$ cat src/rtl/sub_pkg.sv
// Shared types and constants for the sequential borrow-lookahead subtractor.
package sub_pkg;

  localparam int unsigned CHUNK_W = 4;

  typedef enum logic [1:0] {
    StIdle,
    StRun,
    StDone
  } state_e;

endpackage

$ cat src/rtl/nibble_borrow_lookahead.sv
// Combinational 4-bit borrow-lookahead subtract slice: d = x - y - bi, bo = borrow out.
module nibble_borrow_lookahead
  import sub_pkg::*;
(
  input  logic [CHUNK_W-1:0] x_i,
  input  logic [CHUNK_W-1:0] y_i,
  input  logic               bi_i,
  output logic [CHUNK_W-1:0] d_o,
  output logic               bo_o
);

  logic [CHUNK_W-1:0] g;
  logic [CHUNK_W-1:0] p;
  logic [CHUNK_W-1:0] bw;

  assign g = ~x_i & y_i;
  assign p = ~(x_i ^ y_i);

  // Every internal borrow is flattened so no term depends on a previous bit's borrow.
  assign bw[0] = bi_i;
  assign bw[1] = g[0] | (p[0] & bi_i);
  assign bw[2] = g[1] | (p[1] & g[0]) | (p[1] & p[0] & bi_i);
  assign bw[3] = g[2] | (p[2] & g[1]) | (p[2] & p[1] & g[0]) | (p[2] & p[1] & p[0] & bi_i);
  assign bo_o  = g[3] | (p[3] & g[2]) | (p[3] & p[2] & g[1]) | (p[3] & p[2] & p[1] & g[0])
               | (p[3] & p[2] & p[1] & p[0] & bi_i);

  assign d_o = x_i ^ y_i ^ bw;

endmodule

$ cat src/rtl/seq_borrow_lookahead_subtractor.sv
// Multi-cycle WIDTH-bit subtractor, one nibble per cycle, start/done handshake.
// Optional zero/ovf flag outputs are built when SUB_FLAGS_EN is defined.
module seq_borrow_lookahead_subtractor
  import sub_pkg::*;
#(
  parameter int unsigned WIDTH = 16
) (
  input  logic             clk_i,
  input  logic             rst_ni,
  input  logic             start_i,
  input  logic [WIDTH-1:0] a_i,
  input  logic [WIDTH-1:0] b_i,
  input  logic             bin_i,
  output logic             busy_o,
  output logic             done_o,
  output logic [WIDTH-1:0] diff_o,
  output logic             bout_o
`ifdef SUB_FLAGS_EN
  ,
  output logic             zero_o,
  output logic             ovf_o
`endif
);

  localparam int unsigned NCHUNK = WIDTH / CHUNK_W;
  localparam int unsigned KW     = (NCHUNK > 1) ? $clog2(NCHUNK) : 1;

  if ((WIDTH % CHUNK_W) != 0 || WIDTH < CHUNK_W) begin : gen_width_check
    $error("WIDTH must be a multiple of 4 and at least 4");
  end

  state_e             state_q, state_d;
  logic [WIDTH-1:0]   a_q, a_d, b_q, b_d;
  logic [WIDTH-1:0]   res_q, res_d;
  logic [WIDTH-1:0]   diff_q, diff_d;
  logic [KW-1:0]      k_q, k_d;
  logic               brw_q, brw_d;
  logic               bout_q, bout_d;
  logic               done_q, done_d;
  logic [CHUNK_W-1:0] slice_d;
  logic               slice_bo;
  logic               accept;

  nibble_borrow_lookahead u_slice (
    .x_i  (a_q[k_q*CHUNK_W +: CHUNK_W]),
    .y_i  (b_q[k_q*CHUNK_W +: CHUNK_W]),
    .bi_i (brw_q),
    .d_o  (slice_d),
    .bo_o (slice_bo)
  );

`ifdef SUB_FLAGS_EN
  logic zero_q, zero_d, ovf_q, ovf_d;
`endif

  assign accept = start_i && (state_q == StIdle || state_q == StDone);

  always_comb begin
    state_d = state_q;
    a_d     = a_q;
    b_d     = b_q;
    res_d   = res_q;
    diff_d  = diff_q;
    k_d     = k_q;
    brw_d   = brw_q;
    bout_d  = bout_q;
    done_d  = 1'b0;
`ifdef SUB_FLAGS_EN
    zero_d  = zero_q;
    ovf_d   = ovf_q;
`endif
    unique case (state_q)
      StIdle: ;
      StRun: begin
        // LSB chunk first: new nibble enters at the top, older ones shift down.
        res_d = (res_q >> CHUNK_W) | (WIDTH'(slice_d) << (WIDTH - CHUNK_W));
        brw_d = slice_bo;
        k_d   = k_q + KW'(1);
        if (k_q == KW'(NCHUNK - 1)) state_d = StDone;
      end
      StDone: begin
        diff_d  = res_q;
        bout_d  = brw_q;
        done_d  = 1'b1;
        state_d = StIdle;
`ifdef SUB_FLAGS_EN
        zero_d  = (res_q == '0);
        ovf_d   = (a_q[WIDTH-1] != b_q[WIDTH-1]) && (res_q[WIDTH-1] != a_q[WIDTH-1]);
`endif
      end
      default: state_d = StIdle;
    endcase
    if (accept) begin
      a_d     = a_i;
      b_d     = b_i;
      brw_d   = bin_i;
      k_d     = '0;
      state_d = StRun;
    end
  end

  always_ff @(posedge clk_i or negedge rst_ni) begin
    if (!rst_ni) begin
      state_q <= StIdle;
      a_q     <= '0;
      b_q     <= '0;
      res_q   <= '0;
      diff_q  <= '0;
      k_q     <= '0;
      brw_q   <= 1'b0;
      bout_q  <= 1'b0;
      done_q  <= 1'b0;
    end else begin
      state_q <= state_d;
      a_q     <= a_d;
      b_q     <= b_d;
      res_q   <= res_d;
      diff_q  <= diff_d;
      k_q     <= k_d;
      brw_q   <= brw_d;
      bout_q  <= bout_d;
      done_q  <= done_d;
    end
  end

`ifdef SUB_FLAGS_EN
  always_ff @(posedge clk_i or negedge rst_ni) begin
    if (!rst_ni) begin
      zero_q <= 1'b0;
      ovf_q  <= 1'b0;
    end else begin
      zero_q <= zero_d;
      ovf_q  <= ovf_d;
    end
  end

  assign zero_o = zero_q;
  assign ovf_o  = ovf_q;
`endif

  assign busy_o = (state_q == StRun);
  assign done_o = done_q;
  assign diff_o = diff_q;
  assign bout_o = bout_q;

endmodule

$ cat config.mk
export PLATFORM = sky130hd
export DESIGN_NAME = seq_borrow_lookahead_subtractor
export DESIGN_NICKNAME = d
export VERILOG_FILES = /design/src/rtl/sub_pkg.sv /design/src/rtl/nibble_borrow_lookahead.sv /design/src/rtl/seq_borrow_lookahead_subtractor.sv
export SDC_FILE = /design/constraint.sdc
export NUM_CORES = 1
export LEC_CHECK = 0
export ABC_AREA = 1
export BUFFER_PORTS_ARGS = -buffer_cell sky130_fd_sc_hd__clkbuf_2
export CAP_MARGIN = 20
export CORE_MARGIN = 1
export CORE_UTILIZATION = 55
export CTS_CLUSTER_SIZE = 30
export DETAILED_ROUTE_END_ITERATION = 8
export PLACE_DENSITY_LB_ADDON = 0.08
export SKIP_LAST_GASP = 1
export SLEW_MARGIN = 20
export SYNTH_ARGS = -nofsm -noshare
export SYNTH_HDL_FRONTEND = slang
export SYNTH_SLANG_ARGS = --single-unit
$ cat constraint.sdc
create_clock -name clk_i -period 2.8 [get_ports clk_i]
set_clock_uncertainty 0.2 [all_clocks]
set_input_delay 0.14 -clock clk_i [delete_from_list [all_inputs] [get_ports clk_i]]
set_output_delay 0.14 -clock clk_i [all_outputs]
set_load 0.01 [all_outputs]
==> results.md <==
- Met3 WL: 195 um
- Met1 wire length: 2795 um
- Initial antenna violation count: 0
- Die width: 77.07 um
- Via count: 2581
- Critical Path End Type: flip-flop
- Startpoint types: flip-flop
- Final hold violation count: 0
- Status: completed
- Initial Util: 58.81%
- Post-CTS setup buffers: 0
- Actual slew at the worst max-slew pin: 0.5333 ns
- DRC viols: 0
- Die area: 5939 um2
- Power Dens Cells: 1156 nW/um2
- Slew headroom: 64.45%
- # diodes: 0
- CP Data Required Time: 2.81 ns
- Maximum clock path buffer count: 2
- CP Max Fanout: 18
- Met2 wire length: 3278 um
- Cts repair resizes: 0
- RePlAce Congestion: 0.8599
- Reg clk slew, reported paths: 0.07 ns
- Mapped Area: 3099 um2
- Fill cells: 431
- Hpwl dp: 3938 um
- First-pass GRT wire length: 10920 um
- Syn Area/Cell: 8.585 um2
- Worst vdd ir: 0.6098 mV
- Layout cell share with drive strength beyond 1: 17.78%
- Switching share of power: 41.16%
- Part of the power in combinational logic: 42.8%
- Ports: 55
- CP Class: reg -> reg
- CORE AREA: 5270 um2
- Slew Limit Fails: 0
- Clk Latency, worst-skew pair: 0.33 ns
- Sequential power share: 40.3%
- Remaining global-route overflow: 0
- Data arrival, critical path: 2.46 ns
- Top sig layer: met4
- Final count of negative-setup-slack endpoints: 0
- Clock share of power: 16.8%
- RSZ-0062 raised after global routing: no
- Area Overhead vs Synth: 26.36%
- Pre-antenna DRT Iters: 4
- Gate Count Post-Synth: 361
- H-Tree Depth: 3
- HP Class: in -> async
- CTS root buf: clkbuf_8
- Post-synthesis sequential area ratio: 57.33%
- Placed Cells incl. Taps: 471
- Internal cell power: 0.002664 W
- Post-Route WL: 6401 um
- Max-cap viol count: 0
- Fin crit period: 2.445 ns
- CTS tree: yes
- Nets: 488
- Setup TNS: 0 ns
- Pin count of the biggest net entering global routing: 72
- Fmax: 408.9 MHz
- Yosys reg bits: 71
- Period Utilization, post-route: 87.34%
- NetSw: 0.001864 W
- Synth cell types: 22
- # rows: 26
- Die Y: 77.07 um
- Sink Count: 71
- Num CTS Buffers: 9
- Tot GR Track Use: 23.50%
- Multi-input gate area: 1141 um2
- Vias in the first global route: 2515
- Post-CTS Hold Buffers: 34
- Non-Filler Instances: 520
- Buffers on Ports: 54
- Via/cell ratio: 4.963
- Syn_nets: 403
- Starting DRC count in detailed routing: 126
- Number of routed nets with antenna violations: 0
- Ys Warns: 0
- Storage cell area: 1777 um2
- Leak: 2.076 nW
- Routed wire per std cell: 12.31 um
- Reg2reg path depth: 10
critical path: stages, from the launching register on:
cell     delay [ns]
dfrtp_1        0.68
inv_2          0.24
o21ai_0        0.20
o22ai_1        0.09
ha_1           0.35
a21oi_1        0.21
nand2_1        0.09
nand2_1        0.07
nand2_1        0.05
nand2_1        0.05
o21ai_0        0.08
layer usage:
metal  track usage (%)  vias up
met4             10.57        0
met1             29.10     1206
met2             40.18       58
met3             4.167       15
li1                  -     1302
met5                 0        -
cells in the mapped netlist:
library cell	instances	share of area, %
o21ai_2	5	1.4
nand3_1	5	0.81
nand2_2	1	0.20
ha_1	5	2.0
a32o_1	4	1.3
buf_6	2	0.73
inv_1	22	2.7
o21ai_0	33	5.3
nand4_1	1	0.20
nor2_4	2	0.73
o21a_1	1	0.24
inv_2	3	0.36
fa_1	1	0.65
buf_2	10	1.6
nand2_1	168	20
a21oi_1	5	0.81
clkbuf_1	4	0.48
dfrtp_1	71	57
nor2_1	12	1.5
o22ai_1	4	0.81
o21bai_1	1	0.24
xor2_1	1	0.28
final cells by class:
class / instances / share of cell area [%]
Clock buffer: 11 / 3.355
Timing Repair Buffer: 90 / 16.29
Multi-Input combinational cell: 249 / 29.14
Clock inverter: 4 / 1.214
Sequential cell: 71 / 45.37
Tap cell: 70 / 2.236
Inverter: 25 / 2.396
final timing paths:
check	from	end	slack, ns
max in group asynchronous	rst_ni	k_q[0]	1.93
worst min register to register	a_q[2]	a_q[2]	0.27
worst max register to register	k_q[0]	res_q[14]	0.35
worst max-delay path	k_q[0]	res_q[14]	0.35
worst min-delay path	rst_ni	res_q[7]	0.17
min in group clk_i	start_i	b_q[10]	0.21
per-stage QoR:
| step | total power (W) | setup slack [ns] | utilization (%) | hold slack [ns] | instance area (um2) |
|---|---|---|---|---|---|
| after floorplan | 0.003234 | 0.7358 | - | -0.3556 | 3099 |
| after global placement | 0.003652 | 0.4861 | 64.46 | -0.004502 | 3397 |
| after detailed placement | 0.003734 | 0.3954 | 64.46 | -0.002978 | 3397 |
| after CTS | 0.004540 | 0.3804 | 74.31 | 0.1732 | 3916 |
| after global routing | 0.004978 | 0.09590 | 74.31 | 0.2133 | 3916 |
| final | 0.004528 | 0.3545 | 74.31 | 0.1651 | 3916 |
power groups by stage:
stage / sequential (W) / combinational (W) / clock, W
CTS: 0.00182 / 0.00194 / 0.000772
floorplan: 0.00178 / 0.00146 / 0
global placement: 0.00183 / 0.00183 / 0
finish: 0.00183 / 0.00194 / 0.000763
global route: 0.00188 / 0.00228 / 0.000824
detailed placement: 0.00184 / 0.00190 / 0
flip-flops by register name, summed over array words and instances, names as in the netlist:
signal / count
k_q: 2
diff_o: 16
state_q: 2
done_o: 1
a_q: 16
bout_o: 1
brw_q: 1
b_q: 16
res_q: 16
cells in the final DEF, fill, tap and decap left out, drive strengths merged:
cell type,count
nand2,169
dfrtp,71
clkbuf,64
o21ai,38
dlygate4sd3,34
inv,25
nor2,14
a21oi,5
nand3,5
ha,5
o22ai,4
a32o,4
buf,3
clkinv,2
nand4,1
o21a,1
o21bai,1
xor2,1
fa,1
clkinvlp,1
bufinv,1
cells by family (layout without fill, tap and decap cells):
kind of cell	after synthesis	after routing	share of synthesized area [%]
adder cells (fa/ha/maj)	6	6	2.665
AND/OR/NAND/NOR	189	189	23.74
XOR/XNOR	1	1	0.2827
buffers and inverters	41	130	5.854
AO/OA/AOI/OAI	53	53	10.13
flip-flops	71	71	57.33
Power figures use the tool's default switching activity.
